===== src/rtl/gyro_regs_pkg.sv =====
// Register map, command-byte fields and FSM state type shared by the
// gyro SPI responder and its testbench.
package gyro_regs_pkg;

  localparam logic [5:0] ADDR_WHO_AM_I  = 6'h0F;
  localparam logic [5:0] ADDR_CTRL_REG1 = 6'h20;
  localparam logic [5:0] ADDR_CTRL_REG2 = 6'h21;
  localparam logic [5:0] ADDR_CTRL_REG3 = 6'h22;
  localparam logic [5:0] ADDR_CTRL_REG4 = 6'h23;
  localparam logic [5:0] ADDR_CTRL_REG5 = 6'h24;
  localparam logic [5:0] ADDR_OUT_TEMP  = 6'h26;
  localparam logic [5:0] ADDR_STATUS    = 6'h27;
  localparam logic [5:0] ADDR_OUT_X_L   = 6'h28;
  localparam logic [5:0] ADDR_OUT_X_H   = 6'h29;
  localparam logic [5:0] ADDR_OUT_Y_L   = 6'h2A;
  localparam logic [5:0] ADDR_OUT_Y_H   = 6'h2B;
  localparam logic [5:0] ADDR_OUT_Z_L   = 6'h2C;
  localparam logic [5:0] ADDR_OUT_Z_H   = 6'h2D;

  localparam int CMD_RW_BIT = 7;
  localparam int CMD_MS_BIT = 6;

  localparam logic [7:0] CTRL_REG1_RST = 8'h07;

  typedef enum logic [1:0] {
    ST_IDLE = 2'd0,
    ST_ADDR = 2'd1,
    ST_DATA = 2'd2
  } gyro_state_t;

  function automatic logic is_ctrl(input logic [5:0] a);
    return (a >= ADDR_CTRL_REG1) && (a <= ADDR_CTRL_REG5);
  endfunction

  // CTRL_REG1..5 sit at 0x20..0x24, so the low three address bits index them.
  function automatic logic [2:0] ctrl_idx(input logic [5:0] a);
    return a[2:0];
  endfunction

endpackage


===== src/rtl/spi_slave_shifter.sv =====
// SPI mode-3 slave bit engine: input synchronisers, edge detection,
// MSB-first receive shifter with byte_done pulse and a loadable transmit shifter.
module spi_slave_shifter #(
  parameter int SYNC_STAGES = 2
) (
  input  logic       clk,
  input  logic       rst_n,
  input  logic       sclk,
  input  logic       ss,
  input  logic       mosi,
  input  logic       tx_load,
  input  logic [7:0] tx_data,
  output logic       miso,
  output logic       ss_fall,
  output logic       ss_rise,
  output logic       byte_done,
  output logic [7:0] rx_byte
);

  logic [SYNC_STAGES-1:0] sclk_sync, mosi_sync, ss_sync;
  logic       sclk_prev, ss_prev;
  logic       sclk_s, mosi_s, ss_s;
  logic       sclk_rise, sclk_fall;
  logic [2:0] bit_cnt;
  logic [7:0] rx_shift, tx_shift;

  assign sclk_s = sclk_sync[SYNC_STAGES-1];
  assign mosi_s = mosi_sync[SYNC_STAGES-1];
  assign ss_s   = ss_sync[SYNC_STAGES-1];

  assign sclk_rise = ~sclk_prev & sclk_s & ~ss_s;
  assign sclk_fall = sclk_prev & ~sclk_s & ~ss_s;
  assign ss_fall   = ss_prev & ~ss_s;
  assign ss_rise   = ~ss_prev & ss_s;
  assign rx_byte   = rx_shift;

  // The ss chain resets to "selected" so a reset taken while ss is held low
  // never produces a false ss fall; the remainder of that frame is ignored.
  always_ff @(posedge clk) begin
    if (!rst_n) begin
      sclk_sync <= '1;
      mosi_sync <= '0;
      ss_sync   <= '0;
      sclk_prev <= 1'b1;
      ss_prev   <= 1'b0;
      bit_cnt   <= 3'd0;
      rx_shift  <= 8'h00;
      tx_shift  <= 8'h00;
      miso      <= 1'b0;
      byte_done <= 1'b0;
    end else begin
      sclk_sync <= {sclk_sync[SYNC_STAGES-2:0], sclk};
      mosi_sync <= {mosi_sync[SYNC_STAGES-2:0], mosi};
      ss_sync   <= {ss_sync[SYNC_STAGES-2:0], ss};
      sclk_prev <= sclk_s;
      ss_prev   <= ss_s;
      byte_done <= 1'b0;
      if (ss_s) begin
        bit_cnt  <= 3'd0;
        tx_shift <= 8'h00;
        miso     <= 1'b0;
      end else begin
        if (sclk_rise) begin
          rx_shift <= {rx_shift[6:0], mosi_s};
          bit_cnt  <= bit_cnt + 3'd1;
          if (bit_cnt == 3'd7) byte_done <= 1'b1;
        end
        if (tx_load) begin
          tx_shift <= tx_data;
        end else if (sclk_fall) begin
          miso     <= tx_shift[7];
          tx_shift <= {tx_shift[6:0], 1'b0};
        end
      end
    end
  end

endmodule


===== src/rtl/gyro_spi_responder.sv =====
// 3-axis gyro register-map emulator behind an SPI mode-3 slave.
// Optional GYRO_RESP_SNAPSHOT_EN: sample registers frozen at ss fall for the whole frame.
module gyro_spi_responder
  import gyro_regs_pkg::*;
#(
  parameter logic [7:0] WHO_AM_I_VAL = 8'hD3,
  parameter int         SYNC_STAGES  = 2
) (
  input  logic        clk,
  input  logic        RST,
  input  logic        sclk,
  input  logic        ss,
  input  logic        mosi,
  output logic        miso,
  output logic        miso_oe,
  input  logic [7:0]  temp_in,
  input  logic [15:0] x_in,
  input  logic [15:0] y_in,
  input  logic [15:0] z_in,
  input  logic        sample_valid,
  output logic [39:0] ctrl_regs,
  output logic        wr_strobe,
  output logic        busy
);

  gyro_state_t     state_q;
  logic            cmd_rw, cmd_ms;
  logic [5:0]      addr_q, next_addr, rd_addr;
  logic [4:0][7:0] ctrl_q;
  logic [7:0]      temp_q, rd_temp, rd_data, rx_byte, tx_data_q;
  logic [15:0]     x_q, y_q, z_q, rd_x, rd_y, rd_z;
  logic            zyxda, zyxor, read_clr;
  logic            tx_load_q, ss_fall, ss_rise, byte_done;

  spi_slave_shifter #(.SYNC_STAGES(SYNC_STAGES)) u_shifter (
    .clk       (clk),
    .rst_n     (RST),
    .sclk      (sclk),
    .ss        (ss),
    .mosi      (mosi),
    .tx_load   (tx_load_q),
    .tx_data   (tx_data_q),
    .miso      (miso),
    .ss_fall   (ss_fall),
    .ss_rise   (ss_rise),
    .byte_done (byte_done),
    .rx_byte   (rx_byte)
  );

  assign ctrl_regs = ctrl_q;
  assign miso_oe   = busy;
  assign next_addr = cmd_ms ? addr_q + 6'd1 : addr_q;
  // Byte0 reads the address straight off the shifter; later bytes use the advanced pointer.
  assign rd_addr   = (state_q == ST_ADDR) ? rx_byte[5:0] : next_addr;
  assign read_clr  = (state_q == ST_DATA) && byte_done && !ss_rise && cmd_rw
                     && (addr_q == ADDR_OUT_Z_H);

`ifdef GYRO_RESP_SNAPSHOT_EN
  logic [7:0]  temp_snap;
  logic [15:0] x_snap, y_snap, z_snap;
  always_ff @(posedge clk) begin
    if (!RST) begin
      temp_snap <= 8'h00;
      x_snap    <= 16'h0000;
      y_snap    <= 16'h0000;
      z_snap    <= 16'h0000;
    end else if (state_q == ST_IDLE && ss_fall) begin
      temp_snap <= temp_q;
      x_snap    <= x_q;
      y_snap    <= y_q;
      z_snap    <= z_q;
    end
  end
  assign rd_temp = temp_snap;
  assign rd_x    = x_snap;
  assign rd_y    = y_snap;
  assign rd_z    = z_snap;
`else
  assign rd_temp = temp_q;
  assign rd_x    = x_q;
  assign rd_y    = y_q;
  assign rd_z    = z_q;
`endif

  always_comb begin
    rd_data = 8'h00;
    if (is_ctrl(rd_addr)) begin
      rd_data = ctrl_q[ctrl_idx(rd_addr)];
    end else begin
      case (rd_addr)
        ADDR_WHO_AM_I: rd_data = WHO_AM_I_VAL;
        ADDR_OUT_TEMP: rd_data = rd_temp;
        ADDR_STATUS:   rd_data = {zyxor, 3'b000, zyxda, 3'b000};
        ADDR_OUT_X_L:  rd_data = rd_x[7:0];
        ADDR_OUT_X_H:  rd_data = rd_x[15:8];
        ADDR_OUT_Y_L:  rd_data = rd_y[7:0];
        ADDR_OUT_Y_H:  rd_data = rd_y[15:8];
        ADDR_OUT_Z_L:  rd_data = rd_z[7:0];
        ADDR_OUT_Z_H:  rd_data = rd_z[15:8];
        default:       rd_data = 8'h00;
      endcase
    end
  end

  // A new sample outranks a same-cycle clear, so data is never lost silently.
  always_ff @(posedge clk) begin
    if (!RST) begin
      temp_q <= 8'h00;
      x_q    <= 16'h0000;
      y_q    <= 16'h0000;
      z_q    <= 16'h0000;
      zyxda  <= 1'b0;
      zyxor  <= 1'b0;
    end else begin
      if (sample_valid) begin
        temp_q <= temp_in;
        x_q    <= x_in;
        y_q    <= y_in;
        z_q    <= z_in;
      end
      zyxda <= sample_valid | (zyxda & ~read_clr);
      zyxor <= (sample_valid & zyxda) | (zyxor & ~read_clr);
    end
  end

  always_ff @(posedge clk) begin
    if (!RST) begin
      state_q   <= ST_IDLE;
      busy      <= 1'b0;
      wr_strobe <= 1'b0;
      cmd_rw    <= 1'b0;
      cmd_ms    <= 1'b0;
      addr_q    <= 6'h00;
      tx_load_q <= 1'b0;
      tx_data_q <= 8'h00;
      ctrl_q    <= {32'h0000_0000, CTRL_REG1_RST};
    end else begin
      wr_strobe <= 1'b0;
      tx_load_q <= 1'b0;
      if (ss_rise) begin
        state_q <= ST_IDLE;
        busy    <= 1'b0;
      end else begin
        case (state_q)
          ST_IDLE: if (ss_fall) begin
            state_q <= ST_ADDR;
            busy    <= 1'b1;
          end
          ST_ADDR: if (byte_done) begin
            cmd_rw  <= rx_byte[CMD_RW_BIT];
            cmd_ms  <= rx_byte[CMD_MS_BIT];
            addr_q  <= rx_byte[5:0];
            state_q <= ST_DATA;
            if (rx_byte[CMD_RW_BIT]) begin
              tx_load_q <= 1'b1;
              tx_data_q <= rd_data;
            end
          end
          ST_DATA: if (byte_done) begin
            if (!cmd_rw && is_ctrl(addr_q)) begin
              ctrl_q[ctrl_idx(addr_q)] <= rx_byte;
              wr_strobe                <= 1'b1;
            end
            addr_q <= next_addr;
            if (cmd_rw) begin
              tx_load_q <= 1'b1;
              tx_data_q <= rd_data;
            end
          end
          default: state_q <= ST_IDLE;
        endcase
      end
    end
  end

endmodule


===== config.mk =====
export PLATFORM = sky130hd
export DESIGN_NAME = gyro_spi_responder
export DESIGN_NICKNAME = d
export VERILOG_FILES = /design/src/rtl/gyro_regs_pkg.sv /design/src/rtl/spi_slave_shifter.sv /design/src/rtl/gyro_spi_responder.sv
export SDC_FILE = /design/constraint.sdc
export NUM_CORES = 1
export LEC_CHECK = 0
export BUFFER_PORTS_ARGS = -buffer_cell sky130_fd_sc_hd__buf_4
export CAP_MARGIN = 10
export CELL_PAD_IN_SITES_DETAIL_PLACEMENT = 1
export CELL_PAD_IN_SITES_GLOBAL_PLACEMENT = 2
export CORE_ASPECT_RATIO = 0.6
export CORE_MARGIN = 2
export CORE_UTILIZATION = 39
export DETAILED_ROUTE_END_ITERATION = 10
export PLACE_DENSITY = 0.95
export SLEW_MARGIN = 10
export SYNTH_ARGS = -nofsm -noshare
export SYNTH_HDL_FRONTEND = slang
export SYNTH_SLANG_ARGS = --single-unit

===== constraint.sdc =====
create_clock -name clk -period 4.71 [get_ports clk]
set_input_delay 0.942 -clock clk [delete_from_list [all_inputs] [get_ports clk]]
set_output_delay 0.942 -clock clk [all_outputs]
set_load 0.01 [all_outputs]

==> flow_metrics.tcl <==
set metrics [dict create \
    gp_congestion 0.862 \
    area_growth_syn_to_layout_pct 19.5 \
    synth_edf_count 0 \
    syn_area_mm2 0.00726 \
    fillers 2043 \
    post-cts-setup-buffers 0 \
    crit_slowest_cell "o21a_1" \
    drc 0 \
    path_cells "clkinv_1, ha_1, mux2_4, o21a_1, mux2i_1, o2bb2ai_1, a221oi_1, a31oi_1" \
    tightestPinTransition_ns 1.25 \
    clockBufferDepth 2 \
    p_per_area_mw_per_mm2 337 \
    synth_nets 807 \
    status "finished clean" \
    synth-warning-count 0 \
    peakVddDrop_mv 0.277 \
    cts_sinks 148 \
    numCtsBuffers 17 \
    root_buffer "clkbuf_16" \
    ys_seq_area_share_pct 40.8 \
    clk_latency_ns 0.43 \
    hold_viol 0 \
    start_util_pct 40.0 \
    post-route-period-util_pct 72.0 \
    final_layout_size_suffix_gt1_share_pct 20.5 \
    design.core.area_mm2 0.0182 \
    crit_type "flip-flop to flip-flop" \
    totalWireLength_um 22500 \
    cp-start-kind "flip-flop" \
    fin_worst_skew_ns 0.00878 \
    drt-initial-drc-count 436 \
    antenna_cells 0 \
    worst_slew_margin_rel_pct 16.3 \
    num_io_pins 106 \
    finalSetupViolCount 0 \
    placement.io_buffers 105 \
    slew_violations 0 \
    grt_pass1_wl_um 34900 \
    avgSynthCellArea_um2 9.86 \
    synthFlopType "dfxtp_1" \
    setup_tns_ns 0 \
    mostFrequentLayoutCells "148 x dfxtp_1, 136 x mux2i_1, 111 x buf_4, 110 x nor2b_1, 34 x nor2_1" \
    grtUsageTotal_pct 23.0 \
    min-delay-path-class "flip-flop to flip-flop" \
    grt_max_degree 79 \
    rsz0062_at_grt "false" \
    synth_cells 737 \
    vias 5884 \
    ant_nets 0 \
    firstDrtPassIters 5 \
    final_nets 880 \
    holdBufCountCts 0 \
    dieArea_mm2 0.0198 \
    antenna_found_initial 0 \
    rows 38 \
    post_cts_resized 0 \
    finish.utilization_pct 47.8 \
    htree_levels 4 \
    critPathMaxFanout 22 \
    dieHeight_um 110 \
    critPathMaxStageDelay_ns 0.69 \
    period_needed_ns 3.39 \
    cts.reportedPaths.clkPinSlew_ns 0.07 \
    cts_tree "yes" \
    holdWs_ns 0.434 \
    dp_hpwl_um 16000 \
    synth-seq-cells 148 \
    cp.arrival_ns 3.68 \
    clock.fmax_ghz 0.295 \
    max_cap_viol_count 0 \
    wire_per_inst_um 21.1 \
    die_w_um 180 \
    overflow 0 \
    leakage_uw 0.00341 \
    crit_required_ns 5.00 \
    synth.distinct_cells 76 \
    worst_setup_path_end_kind "flip-flop" \
    via_per_inst 5.54 \
    async_flop_share_pct 0 \
    grt_pass1_vias 5999 \
    layout_commonest_cell "dfxtp_1" \
    reg2reg_slack_ns 1.32 \
]
## where the power goes
part           total [µW]  internal (µW)  switching [µW]
sequential           1310           1290            23.8
clock                1350            756             593
combinational         265            123             142
## cell usage after synthesis (4+ instances only)
master	count	area, µm²
a211oi_1	4	30.0
a21oi_1	27	135
a221oi_1	4	35.0
a22oi_1	4	30.0
a2bb2oi_1	4	35.0
a31oi_1	6	37.5
and2_1	11	68.8
buf_2	14	70.1
buf_4	8	60.1
buf_6	5	56.3
clkbuf_1	27	101
dfxtp_1	148	2960
ha_1	8	100
inv_1	14	52.6
mux2i_1	136	1360
nand2_1	27	101
nand2b_1	8	50.1
nand3_1	7	35.0
nor2_1	34	128
nor2b_1	110	688
nor3_1	7	35.0
nor3_4	4	65.1
o211a_1	7	70.1
o21ai_0	19	95.1
o22ai_1	6	37.5
o2bb2ai_1	6	52.6
## path summary, 6_finish.rpt
kind / from / end / depth (start not counted)
min: u_shifter.ss_sync[0] / u_shifter.ss_sync[1] / 1
max: addr_q[0] / tx_data_q[2] / 8
min reg2reg: u_shifter.ss_sync[0] / u_shifter.ss_sync[1] / 1
max reg2reg: addr_q[0] / tx_data_q[2] / 8
## flip-flops by register name, summed over array words and instances, names as in the netlist, 2 cells and up
signal and cells:
addr_q 6, ctrl_regs 40, rd_temp 8, rd_x 16, rd_y 16, rd_z 16, state_q 2, tx_data_q 8
u_shifter.bit_cnt 3, u_shifter.mosi_sync 2, u_shifter.rx_byte 8, u_shifter.sclk_sync 2, u_shifter.ss_sync 2, u_shifter.tx_shift 8
## final cells by class
| class | instances | area [µm²] | share of cell area, % |
|---|---|---|---|
| well taps | 240 | 300 | 3.46 |
| inverters | 16 | 60.1 | 0.692 |
| clock buffers | 18 | 439 | 5.06 |
| flip-flops and latches | 148 | 2960 | 34.1 |
| clock inverters | 14 | 140 | 1.61 |
| repair buffers | 111 | 833 | 9.60 |
| multi-input cells | 516 | 3950 | 45.4 |
## through the flow
stage | power [µW] | worst slack [ns] | instance area [µm²] | std cells
2_1_floorplan | 1510 | 2.24 | 7260 | 737
3_3_place_gp | 1590 | 1.52 | 8100 | 1031
3_5_place_dp | 1600 | 1.38 | 8100 | 1031
4_1_cts | 2940 | 1.35 | 8680 | 1063
5_1_grt | 3020 | 1.09 | 8680 | 1063
6_report | 2920 | 1.32 | 8680 | 1063
## layer usage
| layer | part of all wire, % | GRT usage, % | wire length (µm) | vias to the layer above |
|---|---|---|---|---|
| li1 | - | - | - | 2763 |
| met1 | 51 | 34.4 | 11400 | 2885 |
| met2 | 41 | 33.2 | 9200 | 211 |
| met3 | 7.2 | 5.40 | 1620 | 25 |
| met4 | 1.1 | 5.41 | 238 | 0 |
| met5 | 0 | 0 | 0 | - |
## logic make-up (layout without fill, tap and decap cells)
logic type,count (synthesis),in the layout,synth area share [%]
compound gates,126,126,12.4
simple gates,235,235,19.6
buf+inv,73,159,4.94
fa+ha+maj,8,8,1.38
flops,148,148,40.8
xor+xnor,5,5,0.706
mux,142,142,20.2
## worst max-delay path, delay by kind of cell, from the launching register on
family	cells	cell delay, ns
AO/OA/AOI/OAI	4	1.40
adder cells (fa/ha/maj)	1	0.43
buffers and inverters	1	0.37
flip-flops	1	0.59
multiplexers	2	0.47
No activity file was read; power rests on OpenSTA's default activity.
